===== src/rtl/ltc2387_cnv_scheduler.sv =====
// Conversion scheduler for the LTC2387 deserializer: owns the free-running timestamp,
// arm/trigger/abort control and periodic or burst start pacing against adc_ready.
module ltc2387_cnv_scheduler #(
  parameter int TS_WIDTH   = 64,
  parameter int MIN_PERIOD = 17,
  parameter int CNT_WIDTH  = 32
) (
  input  logic                 clk_cnv,
  input  logic                 rst,
  input  logic                 ts_load,
  input  logic [TS_WIDTH-1:0]  ts_load_value,
  output logic [TS_WIDTH-1:0]  ts,
  input  logic [7:0]           cfg_period,
  input  logic                 cfg_burst,
  input  logic [CNT_WIDTH-1:0] cfg_burst_len,
  input  logic                 trig_sel,
  input  logic                 arm,
  input  logic                 sw_trig,
  input  logic                 ext_trig,
  input  logic                 abort,
  input  logic                 adc_ready,
  output logic                 start,
  output logic [7:0]           sample_rate,
  output logic                 busy,
  output logic                 done,
  output logic [CNT_WIDTH-1:0] sample_count,
  output logic [CNT_WIDTH-1:0] missed_count,
  output logic [1:0]           state
);

  typedef enum logic [1:0] {S_IDLE = 2'd0, S_ARMED = 2'd1, S_RUN = 2'd2, S_DONE = 2'd3} state_t;

  localparam logic [7:0]           MIN_P    = 8'(MIN_PERIOD);
  localparam logic [CNT_WIDTH-1:0] CNT_MAX  = '1;
  localparam logic [CNT_WIDTH-1:0] CNT_ONE  = CNT_WIDTH'(1);

  state_t               st;
  logic                 ext_prev;
  logic                 pending;
  logic [7:0]           period_cnt;
  logic                 burst_mode;
  logic [CNT_WIDTH-1:0] burst_len;

  logic                 trig;
  logic [7:0]           eff_period;
  logic                 tick;
  logic                 issue;
  logic                 burst_full;
  logic                 burst_last;
  logic [CNT_WIDTH-1:0] sample_inc;
  logic [CNT_WIDTH-1:0] missed_inc;

  assign state      = st;
  assign trig       = trig_sel ? (ext_trig & ~ext_prev) : sw_trig;
  assign eff_period = (cfg_period < MIN_P) ? MIN_P : cfg_period;
  assign tick       = (period_cnt == 8'd0);
  // One idle cycle is forced between starts so a refill can never produce back-to-back requests.
  assign issue      = pending & adc_ready & ~start;
  assign sample_inc = (sample_count == CNT_MAX) ? CNT_MAX : sample_count + CNT_ONE;
  assign missed_inc = (missed_count == CNT_MAX) ? CNT_MAX : missed_count + CNT_ONE;
  assign burst_full = burst_mode & (sample_count >= burst_len);
  assign burst_last = burst_mode & (sample_inc >= burst_len);

  always_ff @(posedge clk_cnv) begin
    if (rst) begin
      st           <= S_IDLE;
      ts           <= '0;
      ext_prev     <= 1'b0;
      pending      <= 1'b0;
      period_cnt   <= '0;
      burst_mode   <= 1'b0;
      burst_len    <= '0;
      start        <= 1'b0;
      sample_rate  <= MIN_P;
      busy         <= 1'b0;
      done         <= 1'b0;
      sample_count <= '0;
      missed_count <= '0;
    end else begin
      ext_prev <= ext_trig;
      ts       <= ts_load ? ts_load_value : ts + TS_WIDTH'(1);
      start    <= 1'b0;
      done     <= 1'b0;
      if (abort) begin
        st      <= S_IDLE;
        pending <= 1'b0;
        busy    <= 1'b0;
      end else begin
        case (st)
          S_IDLE: begin
            if (arm) begin
              st           <= S_ARMED;
              busy         <= 1'b1;
              sample_count <= '0;
              missed_count <= '0;
            end
          end
          S_ARMED: begin
            if (trig) begin
              st          <= S_RUN;
              sample_rate <= eff_period;
              period_cnt  <= eff_period - 8'd1;
              pending     <= 1'b1;
              burst_mode  <= cfg_burst;
              burst_len   <= cfg_burst_len;
            end
          end
          S_RUN: begin
            // Covers a zero-length burst: leave without issuing anything.
            if (burst_full) begin
              st      <= S_DONE;
              busy    <= 1'b0;
              done    <= 1'b1;
              pending <= 1'b0;
            end else begin
              period_cnt <= tick ? sample_rate - 8'd1 : period_cnt - 8'd1;
              if (issue) begin
                start        <= 1'b1;
                sample_count <= sample_inc;
                if (burst_last) begin
                  st   <= S_DONE;
                  busy <= 1'b0;
                  done <= 1'b1;
                end
              end
              if (tick) begin
                pending <= 1'b1;
                if (pending && !issue) missed_count <= missed_inc;
              end else if (issue) begin
                pending <= 1'b0;
              end
            end
          end
          default: begin
            st <= S_IDLE;
          end
        endcase
      end
    end
  end

endmodule


===== config.mk =====
export PLATFORM = sky130hd
export DESIGN_NAME = ltc2387_cnv_scheduler
export DESIGN_NICKNAME = d
export VERILOG_FILES = /design/src/rtl/ltc2387_cnv_scheduler.sv
export SDC_FILE = /design/constraint.sdc
export NUM_CORES = 1
export LEC_CHECK = 0
export CAP_MARGIN = 20
export CORE_ASPECT_RATIO = 0.75
export CORE_UTILIZATION = 40
export DETAILED_ROUTE_END_ITERATION = 16
export MAX_ROUTING_LAYER = met4
export PLACE_DENSITY = 0.65
export SKIP_LAST_GASP = 1
export SLEW_MARGIN = 20
export SYNTH_ARGS = -nofsm -noshare
export SYNTH_HDL_FRONTEND = slang
export SYNTH_SLANG_ARGS = --single-unit

===== constraint.sdc =====
create_clock -name clk_cnv -period 4.4 [get_ports clk_cnv]
set_input_delay 0.88 -clock clk_cnv [delete_from_list [all_inputs] [get_ports clk_cnv]]
set_output_delay 0.88 -clock clk_cnv [all_outputs]
set_load 0.02 [all_outputs]

* Word level (Yosys, flattened, before mapping) *
Cells that the tools add are included.

word-level totals
  bits in registers = 184
  bits of input ports = 114
  output and inout port bits = 141
  word-level logic and storage cells = 97

cells by class
  $add $sub $neg = 6
  magnitude comparators = 3
  equality and inequality tests = 13
  mux-type cells = 37
  bitwise logic cells = 9
  reduce and logical (&&, ||, !) cells = 16

operators with widths
  cell                   count
  $mux 32                8
  $pmux 32 s2            2
  $add 32x1->32 const B  2
  $add 64x1->64 const B  1
  $eq 32x32->1 const B   2
  $ge 32x32->1           2
  $mux 64                1
  $mux 8                 4
  $sub 8x1->8 const B    3
  $pmux 8 s2             1
  $mux 1                 13
  $ne 2x2->1 const B     6
  $reduce_and 4->1       3
  $mux 2                 5
  $logic_not 8->1        1
  $lt 8x5->1 const B     1
  $ne 3x3->1 const B     2
  $pmux 2 s3             1
  $reduce_and 3->1       2
  $reduce_and 6->1       1
  $and 1x1->1            5
  $reduce_and 5->1       1
  $ne 4x4->1 const B     1
  $not 1->1              4
  10 further kinds       12

* Logic depth before layout (Yosys ltp) *
  depth in word-level cells = 8
  gate-level depth with buffers = 18
  mapped depth without buffers = 15

* Worst setup path after synthesis *
OpenSTA, ideal clock, no wires.

  path kind = register -> register
  start point = reg sample_count[11]
  end point = reg st[1] (netlist: state[1])
  setup time = 0.119 ns
  data arrival time = 4.156 ns
  required time = 4.281 ns
  slack = 0.124 ns
  stages on the path, launching flop included = 19
  buffers on the path = 5
  period minus slack after synthesis = 4.276 ns
  path through = dfxtp_1 -> clkbuf_1 -> and4_1 -> and4_1 -> clkbuf_1 -> nand4b_1 -> or2_2 -> clkbuf_1 -> clkbuf_1 -> clkbuf_1 -> nand2_1 -> ha_1 -> nand4_1 -> or4_1 -> a221o_1 -> a31oi_1 -> o2111ai_1 -> a311o_1 -> mux2i_1

on the way
  cells in the longest elaborated chain, start to end = 6
  elaborated cells between the ends (all ways) = 12
  classes of those cells = 1 x add/sub; 2 x order compare; 3 x eq/ne; 3 x mux; 2 x bitwise; 1 x reduce/logical

ends and longest elaborated chain
  item                                           line  source
  from (decl)                                    26    output logic [CNT_WIDTH-1:0] sample_count,
  from (signal assigned)                         119   sample_count <= sample_inc;
  $add 32x1->32 or $eq 32x32->1 (tied branches)  59    assign sample_inc = (sample_count == CNT_MAX) ? CNT_MAX : sample_count + CNT_ONE;
  $mux 32                                        59
  $ge 32x32->1                                   62    assign burst_last = burst_mode & (sample_inc >= burst_len);
  $and 1x1->1                                    62
  $ne 3x3->1 (no line)                           --
  $reduce_and 4->1 (no line)                     --
  to (signal assigned)                           66    st <= S_IDLE;
  to (signal assigned)                           85    st <= S_IDLE;
  to (signal assigned)                           92    st <= S_ARMED;
  to (decl)                                      37    state_t st;

Parallel ways exist; a longest one is shown, timed or not.
A chain may end at the register's enable or synchronous reset.

* Worst setup path in the final report *
  start point = reg sample_count[0]
  end point = reg st[1] (netlist: state[1])

The elaborated chain is that of the path after synthesis.

==> impl_results.md <==
* Area delta synth->final at 32.60%
* Post-synthesis compound-gate area fraction at 20.39%
* Setup crit end: state[1]$_SDFFE_PP0P_
* FF-to-FF End: state[1]$_SDFFE_PP0P_
* Final ANT Viol Nets at 0
* Critical Path RT at 4730 ps
* Syn Area/Cell at between 7 and 8 um2
* Seq/Total Area, Yosys at between 30 and 40%
* MaxCap Viol Count at 0
* Die Height at 146.0 um
* WS Path Type: reg -> reg
* Setup violators final at 0
* Crit path capture type: register
* Crit path max fanout at 9
* Synth warnings at 0
* FF+latch count, synth at about 180
* PD cells at roughly 270 nW/um2
* Vias in the first global route at roughly 11,000
* HPWL after DPL at between 20,000 and 30,000 um
* H-tree depth at 4
* Largest net degree at the start of global routing at roughly 100
* CTS tree: yes
* Post-synth cell types at 68
* Synth Net Count at 1,637
* CTS Buf Count at 17
* P_leak at approximately 5.6 nW
* Post-DP Area at about 14,000 um2
* VDD IR-drop max at 0.2776 mV
* Status: complete, no violations
* Simple-gate area share of the yosys netlist at a little over a quarter
* Setup repair after global routing missed its margin: no
* Worst Setup SP: sample_count[0]$_SDFFE_PP0P_
* Core area at about 27,000 um2
* Wire length per cell at about 18 um
* Cells after synthesis at 1,452
* Reg2reg setup slack at around 220 ps
* Synth area leaders: dfxtp_1 (33%), ha_1 (8.0%), nand2_1 (7.4%)
* Endpoints failing hold at 0
* Synth Area in XOR/XNOR at roughly 5.7%
* Drt pass-1 iters at 7
* Final nets at approximately 1,900
* Post-layout min period at about 4200 ps
* Remaining global-route overflow at 0
* Worst path arrival time at 4520 ps
* Clk slew on worst S/H paths at 70 ps
* DR DRC count at 0
* Post-Route Setup TNS at 0 ps
* Width of the die at 194.0 um
* Clock skew at between 10 and 15 ps
* Initial Util at roughly 41%
* Mux contribution to synthesized area at less than 1%
* First DRT Iteration DRCs at approximately 830
* GRT Total Usage at between 20% and 30%
* Normalized max-slew margin at between 30% and 40%
* Worst Hold Class: reg -> reg
* I/O Pins at approximately 260
* Largest family of logic cells by synthesized area: simple AND/OR/NAND/NOR gates
* Final Max Slew Viols at 0
* Top-count cell post-synth: nand2_1
* Syn Std Cell Area at about 11,000 um2
* Clock Latency Late Sink at 450 ps
* Most frequently used flop master after synthesis: dfxtp_1
* FF-to-FF Start: sample_count[0]$_SDFFE_PP0P_
* Overall power at just under 4 mW
* CTS Sinks at ~180
* Initial antenna violation count at 1
* Synth async-reset ratio at 0%
* Fin crit share at a little over nine tenths
* CP startpoint kind: register
* Die area at approximately 28,000 um2
* Ratio of cells with drive above 1 in the final layout at under 10%
* First-pass GRT wire length at ~58,000 um
* Post-route cell area at 14,660 um2
* Worst-Margin Slew at 927.9 ps
* Final wirelength at 36,960 um
* Top cell type's share of synthesized area at between 30% and 40%
* Reg2reg path depth at 15
* RD Place Congestion at 0.9560
* Fmax at roughly 0.24 GHz
* PortBufs at ~250
* Synth Area in Adders at under 10%
* Total number of vias at 11,500
* CTS max path bufs at 2
* Number of flops mapped to enable cells by yosys at 0
* Row cnt at between 50 and 60
* Via/cell ratio at between 5 and 6
* Yosys top cell by area: dfxtp_1
* Hold-fix buffers, CTS at 0
* Clk root buf: clkbuf_16
* Post-synth top cells: nand2_1 (218), dfxtp_1 (184), a21oi_1 (152), nor2_1 (113), nand3_1 (79)
[registers in the layout (all words and copies together), names as in the netlist]
name          count
ts               64
busy              1
sample_rate       8
period_cnt        8
sample_count     32
burst_len        32
burst_mode        1
ext_prev          1
start             1
done              1
pending           1
state             2
missed_count     32
[placed cells by master (no fill, tap or decap), types with 4 or more instances in the layout]
| master | instances |
|---|---|
| xnor2_1 | 50 |
| o21ai_0 | 62 |
| inv_1 | 68 |
| ha_1 | 71 |
| o221a_2 | 4 |
| a311oi_1 | 4 |
| clkdlybuf4s50_1 | 252 |
| and2_1 | 13 |
| a21o_1 | 14 |
| o21ai_1 | 8 |
| nand2_1 | 218 |
| o21a_1 | 8 |
| mux2i_1 | 7 |
| a31oi_1 | 21 |
| nor4_1 | 9 |
| and3_1 | 38 |
| o22ai_1 | 7 |
| nor2b_1 | 6 |
| clkinv_2 | 4 |
| nand3_1 | 79 |
| or3_1 | 13 |
| nand2b_1 | 9 |
| nor3_1 | 32 |
| and4_1 | 12 |
| a22o_1 | 4 |
| a21oi_1 | 152 |
| buf_4 | 39 |
| o31ai_1 | 7 |
| nand4_1 | 47 |
| nor2_1 | 113 |
| a211oi_1 | 21 |
| a41oi_1 | 10 |
| xor2_1 | 22 |
| a221o_1 | 10 |
| clkbuf_16 | 17 |
| dfxtp_1 | 183 |
[cell type report]
type                            count  area, um2
Fill cell                        2601      12400
Multi-Input combinational cell   1126       6832
Sequential cell                   184       3685
Timing Repair Buffer              295       2854
Clock buffer                       19      442.9
Tap cell                          351      439.2
Inverter                           69      260.3
Clock inverter                     11      147.6
Antenna cell                        1      2.502
[worst max-delay path: stages (launching register included)]
cell	delay, ps
dfxtp_2	370
ha_1	200
nand3_1	130
nor4_1	270
buf_4	220
nand4_1	150
and2_1	200
or3_1	320
ha_1	340
nand4_1	150
or4_1	540
a221o_1	270
a31oi_1	240
o2111ai_1	170
a311o_1	370
mux2i_1	130
[metal layers]
layer  vias up  part of all wire (%)  track usage [%]
met2       396                    42            37.81
li1       5689                     -                -
met5         -                     0                -
met1      5388                    50            38.56
met4         0                  0.93            4.762
met3        25                   7.4            5.655
[cell families after synthesis]
group,Yosys count
adders and majority gates,71
DFF,184
buffers and inverters,142
muxes,10
AOI/OAI and AO/OA,362
and+or+nand+nor,611
xor gates and xnor gates,72
[how the worst min path moves through the flow]
stage / start / endpoint / depth (start not counted)
finish: burst_len[10]$_SDFFE_PP0P_ / burst_len[10]$_SDFFE_PP0P_ / 2
global route: burst_len[10]$_SDFFE_PP0P_ / burst_len[10]$_SDFFE_PP0P_ / 2
CTS: burst_len[10]$_SDFFE_PP0P_ / burst_len[10]$_SDFFE_PP0P_ / 2
detailed placement: burst_len[4]$_SDFFE_PP0P_ / burst_len[4]$_SDFFE_PP0P_ / 2
global placement: burst_len[26]$_SDFFE_PP0P_ / burst_len[26]$_SDFFE_PP0P_ / 2
floorplan: burst_len[10]$_SDFFE_PP0P_ / burst_len[10]$_SDFFE_PP0P_ / 2
[power by group]
part	switching, mW	leakage, nW	internal (mW)	total, mW
Sequential	0.0519	1.50	1.71	1.76
Clock	0.708	0.283	0.906	1.61
Combinational	0.269	3.81	0.252	0.521
[through the flow]
stage | utilization (%) | hold slack [ps] | setup slack (ps) | instances
4_1_cts | 54.01 | 457.4 | 124.8 | 2051
2_1_floorplan | - | 436.3 | 124.2 | 1452
6_report | 54.17 | 454.8 | 216.0 | 2056
5_1_grt | 54.17 | 474.2 | 34.29 | 2056
3_5_place_dp | 51.83 | 447.7 | 128.8 | 2021
3_3_place_gp | 51.78 | 444.1 | 258.1 | 2020
[repair_timing]
item | in CTS | in global routing
resized for setup | 0 | 2
setup buffers | 0 | 3
endpoints found under the setup margin | 0 | 2
(Power assumes the default switching activity.)
